## src/rtl/vedic_dot_product_accumulator.sv

```systemverilog
// Streaming multiply-accumulate stage built on a 16x16 Vedic multiplier.
// It sums operand-pair products per frame and emits the dot product, beat count and overflow flag.

module vedic_mul_core #(
    parameter int W = 16
) (
    input  logic [W-1:0]   i_a,
    input  logic [W-1:0]   i_b,
    output logic [2*W-1:0] o_p
);
    localparam int H = W / 2;

    generate
        if (W == 2) begin : g_base
            // Urdhva-Tiryagbhyam on two bits: vertical, crosswise, vertical with carries.
            logic w_cross0;
            logic w_cross1;
            logic w_carry1;
            logic w_high;
            assign w_cross0 = i_a[1] & i_b[0];
            assign w_cross1 = i_a[0] & i_b[1];
            assign w_carry1 = w_cross0 & w_cross1;
            assign w_high   = i_a[1] & i_b[1];
            assign o_p      = {w_high & w_carry1, w_high ^ w_carry1, w_cross0 ^ w_cross1, i_a[0] & i_b[0]};
        end else begin : g_split
            logic [W-1:0] w_q0;
            logic [W-1:0] w_q1;
            logic [W-1:0] w_q2;
            logic [W-1:0] w_q3;
            logic [W:0]   w_mid;

            vedic_mul_core #(.W(H)) u_ll (.i_a(i_a[H-1:0]), .i_b(i_b[H-1:0]), .o_p(w_q0));
            vedic_mul_core #(.W(H)) u_hl (.i_a(i_a[W-1:H]), .i_b(i_b[H-1:0]), .o_p(w_q1));
            vedic_mul_core #(.W(H)) u_lh (.i_a(i_a[H-1:0]), .i_b(i_b[W-1:H]), .o_p(w_q2));
            vedic_mul_core #(.W(H)) u_hh (.i_a(i_a[W-1:H]), .i_b(i_b[W-1:H]), .o_p(w_q3));

            // The two crosswise products share weight 2^H; their sum keeps its carry bit.
            assign w_mid = {1'b0, w_q1} + {1'b0, w_q2};
            assign o_p   = {w_q3, w_q0} + {{(W-H-1){1'b0}}, w_mid, {H{1'b0}}};
        end
    endgenerate
endmodule

module sixteen_bit_vedic_multiplier (
    input  logic [15:0] i_a,
    input  logic [15:0] i_b,
    output logic [31:0] o_p
);
    vedic_mul_core #(.W(16)) u_core (.i_a(i_a), .i_b(i_b), .o_p(o_p));
endmodule

module vedic_dot_product_accumulator #(
    parameter int ACC_W = 40
) (
    input  logic             clk,
    input  logic             rst,
    input  logic             in_valid,
    output logic             in_ready,
    input  logic [15:0]      in1,
    input  logic [15:0]      in2,
    input  logic             in_last,
    output logic             out_valid,
    input  logic             out_ready,
    output logic [ACC_W-1:0] out,
    output logic [15:0]      out_count,
    output logic             out_ovf
);
    logic             r_s1Valid;
    logic             r_s1Last;
    logic [15:0]      r_s1A;
    logic [15:0]      r_s1B;
    logic [ACC_W-1:0] r_acc;
    logic             r_ovf;
    logic [15:0]      r_cnt;
    logic             r_outValid;
    logic [ACC_W-1:0] r_out;
    logic [15:0]      r_outCount;
    logic             r_outOvf;

    logic [31:0]      w_product;
    logic [ACC_W:0]   w_sum;
    logic [15:0]      w_cntNext;
    logic             w_advance;
    logic             w_accept;

    sixteen_bit_vedic_multiplier u_mul (.i_a(r_s1A), .i_b(r_s1B), .o_p(w_product));

    assign w_sum     = {1'b0, r_acc} + {{(ACC_W-31){1'b0}}, w_product};
    assign w_cntNext = (r_cnt == 16'hFFFF) ? r_cnt : r_cnt + 16'd1;

    // Only a last beat can be held back, and only by an unconsumed result.
    assign w_advance = r_s1Valid && (!r_s1Last || !r_outValid || out_ready);
    assign in_ready  = !r_s1Valid || w_advance;
    assign w_accept  = in_valid && in_ready;

    assign out_valid = r_outValid;
    assign out       = r_out;
    assign out_count = r_outCount;
    assign out_ovf   = r_outOvf;

    always_ff @(posedge clk) begin
        if (rst) begin
            r_s1Valid  <= 1'b0;
            r_s1Last   <= 1'b0;
            r_s1A      <= '0;
            r_s1B      <= '0;
            r_acc      <= '0;
            r_ovf      <= 1'b0;
            r_cnt      <= '0;
            r_outValid <= 1'b0;
            r_out      <= '0;
            r_outCount <= '0;
            r_outOvf   <= 1'b0;
        end else begin
            if (w_accept) begin
                r_s1Valid <= 1'b1;
                r_s1Last  <= in_last;
                r_s1A     <= in1;
                r_s1B     <= in2;
            end else if (w_advance) begin
                r_s1Valid <= 1'b0;
            end

            if (r_outValid && out_ready) begin
                r_outValid <= 1'b0;
            end

            // A last beat overrides the consume above so back-to-back results have no bubble.
            if (w_advance) begin
                if (r_s1Last) begin
                    r_out      <= w_sum[ACC_W-1:0];
                    r_outOvf   <= r_ovf | w_sum[ACC_W];
                    r_outCount <= w_cntNext;
                    r_outValid <= 1'b1;
                    r_acc      <= '0;
                    r_ovf      <= 1'b0;
                    r_cnt      <= '0;
                end else begin
                    r_acc <= w_sum[ACC_W-1:0];
                    r_ovf <= r_ovf | w_sum[ACC_W];
                    r_cnt <= w_cntNext;
                end
            end
        end
    end
endmodule

```

## config.mk

```make
export PLATFORM = sky130hd
export DESIGN_NAME = vedic_dot_product_accumulator
export DESIGN_NICKNAME = d
export VERILOG_FILES = /design/src/rtl/vedic_dot_product_accumulator.sv
export SDC_FILE = /design/constraint.sdc
export NUM_CORES = 1
export LEC_CHECK = 0
export ABC_AREA = 1
export CAP_MARGIN = 20
export CORE_UTILIZATION = 55
export DETAILED_ROUTE_END_ITERATION = 8
export GPL_TIMING_DRIVEN = 0
export PLACE_DENSITY_LB_ADDON = 0.12
export SLEW_MARGIN = 10
export SYNTH_ARGS = -nofsm -noshare
export SYNTH_HDL_FRONTEND = slang
export SYNTH_SLANG_ARGS = --single-unit
export TNS_END_PERCENT = 30
```

## constraint.sdc

```tcl
create_clock -name clk -period 10.3 [get_ports clk]
set_clock_uncertainty 0.2 [all_clocks]
set_input_delay 2.06 -clock clk [delete_from_list [all_inputs] [get_ports clk]]
set_output_delay 2.06 -clock clk [all_outputs]
set_load 0.01 [all_outputs]
```

* After elaboration in Yosys (flattened, before gate mapping)
Index checks and enable logic that the tools add are counted.
** Operators by class
- Reduce and logical (&&, ||, !) cells :: 11
- Equality and inequality tests :: 1
- $add $sub $neg :: 44
- Multiplexer cells :: 9
- Bitwise operators :: 513
** Operators with widths (count)
- AND 1 bit :: 384
- adder 8 x 7 -> 8 bit :: 16
- bitwise XOR 1 bit :: 128
- adder 4 x 4 -> 5 bit :: 16
- adder 16 x 13 -> 16 bit :: 4
- adder 40 x 32 -> 41 bit :: 1
- 2-to-1 mux 40 bit :: 1
- adder 8 x 8 -> 9 bit :: 4
- adder 32 x 25 -> 32 bit :: 1
- 2-to-1 mux 16 bit :: 2
- adder 16 x 16 -> 17 bit :: 1
- adder 16 x 1 -> 16 bit, second input constant :: 1
- equality test 16 bit, second input constant :: 1
- 2-to-1 mux 1 bit :: 6
- logical AND 1 bit :: 3
- logical NOT 1 bit :: 3
- logical OR 1 bit :: 3
- AND reduction 2 bit :: 1
- nonzero test 2 bit :: 1
- bitwise OR 1 bit :: 1
** Word-level totals
- Register bits :: 149
- Bits of input ports :: 37

* Longest topological paths before layout
Gate-level depths: netlist of the first run.
- Word-level depth :: 12
- Mapped depth :: 60
- Gate-level depth less buffers :: 58

* By module
A second synthesis of the first run with hierarchy kept.
** Second synthesis, totals
- Cells, all modules :: 3760
- Area total of the unflattened synthesis :: 23208.5 um^2
** By module, submodules not included
- vedic_dot_product_accumulator :: area an instance 8220.4 um^2, cells an instance 1247, instances 1
- vedic_mul_core at u_mul.u_core.g_split.u_hh.g_split.u_hh ... :: area an instance 326.6 um^2, cells an instance 45, instances 13
- vedic_mul_core at u_mul.u_core.g_split.u_hh.g_split.u_hh.g_split.u_hh ... :: area an instance 55.1 um^2, cells an instance 10, instances 64
- vedic_mul_core at u_mul.u_core :: area an instance 2413.6 um^2, cells an instance 470, instances 1
- vedic_mul_core at u_mul.u_core.g_split.u_hh ... :: area an instance 953.4 um^2, cells an instance 171, instances 2
- vedic_mul_core at u_mul.u_core.g_split.u_lh ... :: area an instance 952.2 um^2, cells an instance 169, instances 2
- vedic_mul_core at u_mul.u_core.g_split.u_ll.g_split.u_hl ... :: area an instance 331.6 um^2, cells an instance 46, instances 3

* Worst setup path before layout of the first run
No wires, ideal clock.
- Path type :: flip-flop to flip-flop
- From :: register r_s1A[8]
- To :: register r_acc[35]
- Clock period less this slack :: 7.819 ns
- Data arrival time :: 7.487 ns
- Slack :: 2.481 ns
- Data required time :: 9.968 ns
- Buffers on the path :: 2
- Library setup time :: 0.132 ns
- Cell stages (with the launch flop) :: 50
- Path through :: dfxtp_1 > clkbuf_1 > clkbuf_1 > nand2_1 > inv_1 > ha_1 > inv_1 > fa_1 > fa_1 > inv_1 > ha_1 > inv_1 > o21ai_0 > xnor2_1 > inv_1 > ha_1 > nand2_1 > nand2_1 > [... 14 more ...] > nor3_1 > nand3_1 > nand3_1 > nand2_1 > inv_2 > nand3_1 > nand2_1 > nand2_1 > ha_1 > nand2_1 > nor2_1 > nand2_1 > nor2_1 > nand4_1 > nand3_1 > nand2_1 > nand3_1 > a21oi_1
** Between the ends
- Word-level cells in the longest chain between the ends :: 11
- Elaborated cells on any way between the ends :: 64
- Those cells by class :: 15 x add/sub; 1 x mux; 48 x bitwise
** RTL lines
- start, declared :: RTL line 70 : logic [15:0] r_s1A;
- start signal, assigned :: RTL line 118 : r_s1A <= in1;
- AND 1 bit :: RTL line 21 : assign w_cross1 = i_a[0] & i_b[1];
- AND 1 bit :: RTL line 22 : assign w_carry1 = w_cross0 & w_cross1;
- bitwise XOR 1 bit or AND 1 bit (tied branches) :: RTL line 24 : assign o_p = {w_high & w_carry1, w_high ^ w_carry1, w_cross0 ^ w_cross1, i_a[0] & i_b[0]};
- adder 4 x 4 -> 5 bit :: RTL line 38 : assign w_mid = {1'b0, w_q1} + {1'b0, w_q2};
- adder 8 x 7 -> 8 bit :: RTL line 39 : assign o_p = {w_q3, w_q0} + {{(W-H-1){1'b0}}, w_mid, {H{1'b0}}};
- adder 8 x 8 -> 9 bit :: RTL line 38
- adder 16 x 13 -> 16 bit :: RTL line 39
- adder 16 x 16 -> 17 bit :: RTL line 38
- adder 32 x 25 -> 32 bit * :: RTL line 39
- adder 40 x 32 -> 41 bit * :: RTL line 88 : assign w_sum = {1'b0, r_acc} + {{(ACC_W-31){1'b0}}, w_product};
- 2-to-1 mux 40 bit * :: RTL line 130 : if (r_s1Last) begin
- end signal, assigned :: RTL line 139 : r_acc <= w_sum[ACC_W-1:0];
- end, declared :: RTL line 72 : logic [ACC_W-1:0] r_acc;
Mark *: on every way between the ends. The rest lies on a longest branch, timed or not.
A chain may end at the register's enable or synchronous reset.

* Final worst setup path of the first run
- From :: register r_s1A[12]
- To :: register r_outOvf (netlist: out_ovf)
** Between the ends
- Word-level cells in the longest chain between the ends :: 11
- Elaborated cells on any way between the ends :: 64
- Those cells by class :: 15 x add/sub; 49 x bitwise
** RTL lines
- AND 1 bit :: RTL line 21
- AND 1 bit :: RTL line 22
- bitwise XOR 1 bit or AND 1 bit (tied branches) :: RTL line 24
- adder 4 x 4 -> 5 bit :: RTL line 38
- adder 8 x 7 -> 8 bit :: RTL line 39
- adder 8 x 8 -> 9 bit :: RTL line 38
- adder 16 x 13 -> 16 bit :: RTL line 39
- adder 16 x 16 -> 17 bit :: RTL line 38
- adder 32 x 25 -> 32 bit * :: RTL line 39
- adder 40 x 32 -> 41 bit * :: RTL line 88
- bitwise OR 1 bit * :: RTL line 132 : r_outOvf <= r_ovf | w_sum[ACC_W];
- end signal, assigned :: RTL line 132
- end, declared :: RTL line 78 : logic r_outOvf;
Marked as above.

==> results, run 1 <==
- Buffers inserted during clock tree synthesis total 17.
- The worst path needs 9.67 ns of the cycle, external delays included.
- After synthesis, the cell types taking the most area are sky130_fd_sc_hd__ha_1, sky130_fd_sc_hd__nand2_1, sky130_fd_sc_hd__dfxtp_1.
- The power density over cell area is 111 nW/um^2.
- The number of placement rows is 72.
- Data on the critical path arrives at its endpoint at 9.81 ns.
- The area of the mapped netlist is 21600 sq um.
- The sink count of the clock tree is 149.
- The dominant cell type by count on the critical path is sky130_fd_sc_hd__nand2_1.
- In this design, the stage delay of the slowest critical-path cell is 0.68 ns.
- The wire length of the first global-routing pass is 96800 um.
- The DRC violation total after the first TritonRoute iteration is 1251.
- The highest clock rate is 0.103 GHz.
- The last element of the critical path is out_ovf.
- Entering global routing, the biggest net connects 17 pins.
- For this run, design rule violations remaining after detail routing come to 0.
- The slack of the worst reg-to-reg path is 0.63 ns.
- In the routed layout, each cell is associated on average with a via count of 5.22.
- For this configuration, the core starts out at a cell density of 0.558.
- For this run, the detailed router's first-pass iteration total came to 6.
- In this run the critical register-to-register path is captured at out_ovf.
- Of all flip-flops after synthesis, the portion carrying an async set or reset was 0.
- Detailed placement ended at an HPWL of 49900 um.
- The synthesis-stage register bit count is 149.
- The wire length per cell after detailed routing is 15.0 um.
- The peak supply drop is 0.101 mV.
- The count of filler cells inserted in the layout is 3714.
- The maximum root-to-sink buffer count is 2.
- The detailed-route wire length is between 50000 and 60000 um.
- The CTS tree is done.
- The most critical setup path has its startpoint at r_s1A[12].
- The number of nets in the synthesized netlist is about 3800.
- Once detail routing completed, the nets flagged for antenna violations numbered 0.
- At the placement stage, the worst setup path has a slack of 0.436 ns.
- From bottom edge to top edge, the die measures 200 um.
- The number of antenna violations at the first check in global routing was 0.
- The H-tree depth is 4.
- Input and output buffers added on the ports amount to 94.
- The number of hold violations in the final report is 0.
- For this run, the number of Yosys warnings is 0.
- The cell with the largest stage delay on the worst path is sky130_fd_sc_hd__dfxtp_1.
- The total global-route track usage is 0.306.
- The total power after layout is 2.63 mW.
- The die width is 200 um.
- The clock slew at the register clock pins of the worst setup and hold paths is 0.07 ns.
- Setup total negative slack on the finished layout was measured at 0 ns.
- The tightest min-delay check is of the reg2reg type.
- The number of enable flip-flop cells after synthesis is 0.
- Routability-driven placement finished with a final weighted congestion of ~0.97.
- The cell sitting at the root of the clock tree is a sky130_fd_sc_hd__clkbuf_16.
- Max-cap violations in this run came to 0.
- The critical path in this run is classified as reg2reg.
- The run finished with clean final reports.
- The number of max-slew violations in the final report is 0.
- The cell area reported after detailed placement is around 23000 sq um.
- The average size of a mapped cell is 6.44 sq um.
- Setup repair after global routing left no endpoint under its margin.
- Summed over all layers, the global routing overflow is 0.
- The maximum fanout along the worst path is 10.
- The fraction of layout instances using a drive strength above 1 is 0.0375.
- The setup slack of the critical path after layout is between 0.6 and 0.7 ns.
- The clock reaches the later pin of the worst-skew pair after 0.45 ns.
- The summed area of non-filler cells in the final layout is 23700 sq um.
- At the pin with the least slew margin, the transition time is 0.838 ns.
- The period utilization is 0.939.
- The final net count is 3941.
- The number of setup violations in the final report is 0.
- The floorplan step defined a core boundary enclosing 38600 sq um.
- STA classifies the critical path endpoint as a flop.
- Compared with the post-synthesis result, the final layout area differs by 9.78%.
- In the synthesized netlist the dominant register cell turns out to be sky130_fd_sc_hd__dfxtp_1.
- The final core utilization is 0.613.
- The worst register-to-register path begins at r_s1A[12].
- The count of inserted antenna diode cells is 0.
- In this run the static leakage power is 15.2 nW.
- The share of the Yosys chip area taken by registers is 0.138.
- The relative slew slack is 0.440.
- The hold-fix buffer count after cts is 0.
- The floorplan step defined a die boundary enclosing 40000 sq um.
- The number of cells on the worst reg-to-reg path is 47.
- The total number of vias is roughly 21000.
- The nature of the critical path startpoint is a flop.
- Of the post-synthesis cell area, the dominant cell type holds 0.237.
- For the worst setup path, the data required time is 10.44 ns.
- The number of global-route vias before repair was around 20000.
- The largest area contributor in the synthesized netlist is sky130_fd_sc_hd__ha_1.
- The number of setup buffers added after CTS is 0.
- The count of boundary I/O pins is 96.
- The synthesized netlist contains 47 unique library cells.
- The post-synthesis instance total is 3350.
-- kinds of logic (layout without fill, tap and decap cells) --
logic type	count (synthesis)	count (layout)	synth area share
AOI/OAI and AO/OA	376	376	0.0988
xor gates and xnor gates	203	203	0.0827
adders and majority gates	452	452	0.277
buffers and inverters	770	884	0.136
DFF	149	149	0.138
and+or+nand+nor	1400	1400	0.267
-- cells in the final DEF (no fill, tap or decap), types with 3 or more instances in the layout --
master | synthesis | routed
sky130_fd_sc_hd__a21o_1 | 4 | 4
sky130_fd_sc_hd__nand3_1 | 187 | 187
sky130_fd_sc_hd__o21a_1 | 4 | 4
sky130_fd_sc_hd__inv_2 | 5 | 5
sky130_fd_sc_hd__xnor2_1 | 59 | 59
sky130_fd_sc_hd__o21ai_2 | 3 | 3
sky130_fd_sc_hd__a21oi_2 | 5 | 5
sky130_fd_sc_hd__or2_1 | 3 | 3
sky130_fd_sc_hd__a21oi_1 | 217 | 217
sky130_fd_sc_hd__o21ai_1 | 6 | 6
sky130_fd_sc_hd__inv_6 | 0 | 7
sky130_fd_sc_hd__clkbuf_1 | 81 | 52
sky130_fd_sc_hd__o211ai_1 | 4 | 4
sky130_fd_sc_hd__nor3_1 | 17 | 17
sky130_fd_sc_hd__dfxtp_1 | 149 | 149
sky130_fd_sc_hd__nor2_2 | 10 | 10
sky130_fd_sc_hd__nand3_2 | 6 | 6
sky130_fd_sc_hd__nand4_1 | 23 | 23
sky130_fd_sc_hd__clkbuf_16 | 0 | 17
sky130_fd_sc_hd__nor2_4 | 4 | 4
sky130_fd_sc_hd__nor2_1 | 171 | 171
sky130_fd_sc_hd__a22o_1 | 22 | 22
sky130_fd_sc_hd__o21ai_0 | 81 | 81
sky130_fd_sc_hd__buf_2 | 21 | 21
sky130_fd_sc_hd__o221ai_1 | 11 | 11
sky130_fd_sc_hd__nor4_1 | 4 | 4
sky130_fd_sc_hd__clkdlybuf4s50_1 | 0 | 94
sky130_fd_sc_hd__clkbuf_2 | 0 | 18
sky130_fd_sc_hd__nand2_1 | 950 | 950
sky130_fd_sc_hd__inv_1 | 659 | 659
sky130_fd_sc_hd__xor2_1 | 143 | 143
sky130_fd_sc_hd__ha_1 | 409 | 409
sky130_fd_sc_hd__o21bai_1 | 10 | 10
sky130_fd_sc_hd__nand3b_1 | 3 | 3
sky130_fd_sc_hd__nand2_2 | 15 | 15
sky130_fd_sc_hd__fa_1 | 43 | 43
-- through the flow --
step	hold WS, ns	cells
6_report	0.252	3982
5_1_grt	0.271	3982
4_1_cts	0.253	3993
3_5_place_dp	0.241	3962
3_3_place_gp	0.237	3962
2_1_floorplan	0.243	3350
-- synthesized netlist by cell type, types with 6 or more instances --
cell / number
sky130_fd_sc_hd__a21oi_1: 217
sky130_fd_sc_hd__a22o_1: 22
sky130_fd_sc_hd__buf_2: 21
sky130_fd_sc_hd__clkbuf_1: 81
sky130_fd_sc_hd__dfxtp_1: 149
sky130_fd_sc_hd__fa_1: 43
sky130_fd_sc_hd__ha_1: 409
sky130_fd_sc_hd__inv_1: 659
sky130_fd_sc_hd__nand2_1: 950
sky130_fd_sc_hd__nand2_2: 15
sky130_fd_sc_hd__nand3_1: 187
sky130_fd_sc_hd__nand3_2: 6
sky130_fd_sc_hd__nand4_1: 23
sky130_fd_sc_hd__nor2_1: 171
sky130_fd_sc_hd__nor2_2: 10
sky130_fd_sc_hd__nor3_1: 17
sky130_fd_sc_hd__o21ai_0: 81
sky130_fd_sc_hd__o21ai_1: 6
sky130_fd_sc_hd__o21bai_1: 10
sky130_fd_sc_hd__o221ai_1: 11
sky130_fd_sc_hd__xnor2_1: 59
sky130_fd_sc_hd__xor2_1: 143
-- layer usage --
metal | global-route usage | vias up | wire [um]
li1 | - | 10700 | -
met1 | 0.379 | 9528 | 27000
met2 | 0.539 | 470 | 27800
met3 | 0.0260 | 102 | 2510
met4 | 0.135 | 0 | 2380
met5 | 0 | - | 0
-- worst min path at each step --
| stage | cells after the start | endpoint | from |
|---|---|---|---|
| after floorplan | 2 | r_ovf | r_ovf |
| after global placement | 2 | out[34] | out[34] |
| after detailed placement | 2 | out[36] | out[36] |
| after CTS | 2 | out[36] | out[36] |
| after global routing | 2 | out_ovf | out_ovf |
| final | 2 | out[36] | out[36] |
-- layout make-up --
class | count | area [sq um] | share of cell area
plain buffers | 95 | 417 | 0.0176
clock buffers | 17 | 425 | 0.0180
clock inverters | 14 | 115 | 0.00486
inverters | 664 | 2490 | 0.105
multi-input cells | 2431 | 15700 | 0.661
flip-flops and latches | 149 | 2980 | 0.126
well taps | 518 | 648 | 0.0274
repair buffers | 94 | 941 | 0.0397
-- critical path: cells and delay by family (launching register included) --
kind,cells,cell delay (ns)
buffers and inverters,8,0.95
and+or+nand+nor,15,1.85
AOI/OAI and AO/OA,14,2.36
adders and majority gates,8,2.99
DFF,1,0.68
xor gates and xnor gates,2,0.49
-- state kept, by name, indices dropped and copies added (netlist names) --
| name | count |
|---|---|
| r_acc | 40 |
| r_s1B | 16 |
| out_valid | 1 |
| r_s1A | 16 |
| out | 40 |
| out_count | 16 |
| r_s1Valid | 1 |
| r_ovf | 1 |
| r_cnt | 16 |
| out_ovf | 1 |
| r_s1Last | 1 |
-- repair_timing --
action                                  CTS  global route
endpoints found under the hold margin     0             0
gates resized for setup                   0            36
endpoints found under the setup margin    0            26
-- power breakdown --
part	switching, mW	total (mW)	internal [mW]
combinational	0.922	1.39	0.472
clock	0.282	0.594	0.313
sequential	0.0275	0.638	0.611
total	1.23	2.63	1.40
Power figures use the tool's default switching activity.
==> inputs of run 2 (changes only) <==
==> constraint.sdc (replaced) <==
create_clock -name clk -period 10.3 [get_ports clk]
set_clock_uncertainty 0.2 [all_clocks]
set_input_delay 3.09 -clock clk [delete_from_list [all_inputs] [get_ports clk]]
set_output_delay 3.09 -clock clk [all_outputs]
set_load 0.01 [all_outputs]
==> results of run 2 <==
Same layout as run 1: the final DEF is identical, and so are final timing and power.
==> inputs of run 3 (changes only) <==
--- a/config.mk
+++ b/config.mk
@@ -11,7 +11,7 @@
 export DETAILED_ROUTE_END_ITERATION = 8
 export GPL_TIMING_DRIVEN = 0
 export PLACE_DENSITY_LB_ADDON = 0.12
-export SLEW_MARGIN = 10
+export SLEW_MARGIN = 20
 export SYNTH_ARGS = -nofsm -noshare
 export SYNTH_HDL_FRONTEND = slang
 export SYNTH_SLANG_ARGS = --single-unit
==> results of run 3 <==
Same layout as run 1: the final DEF is identical, and so are final timing and power.
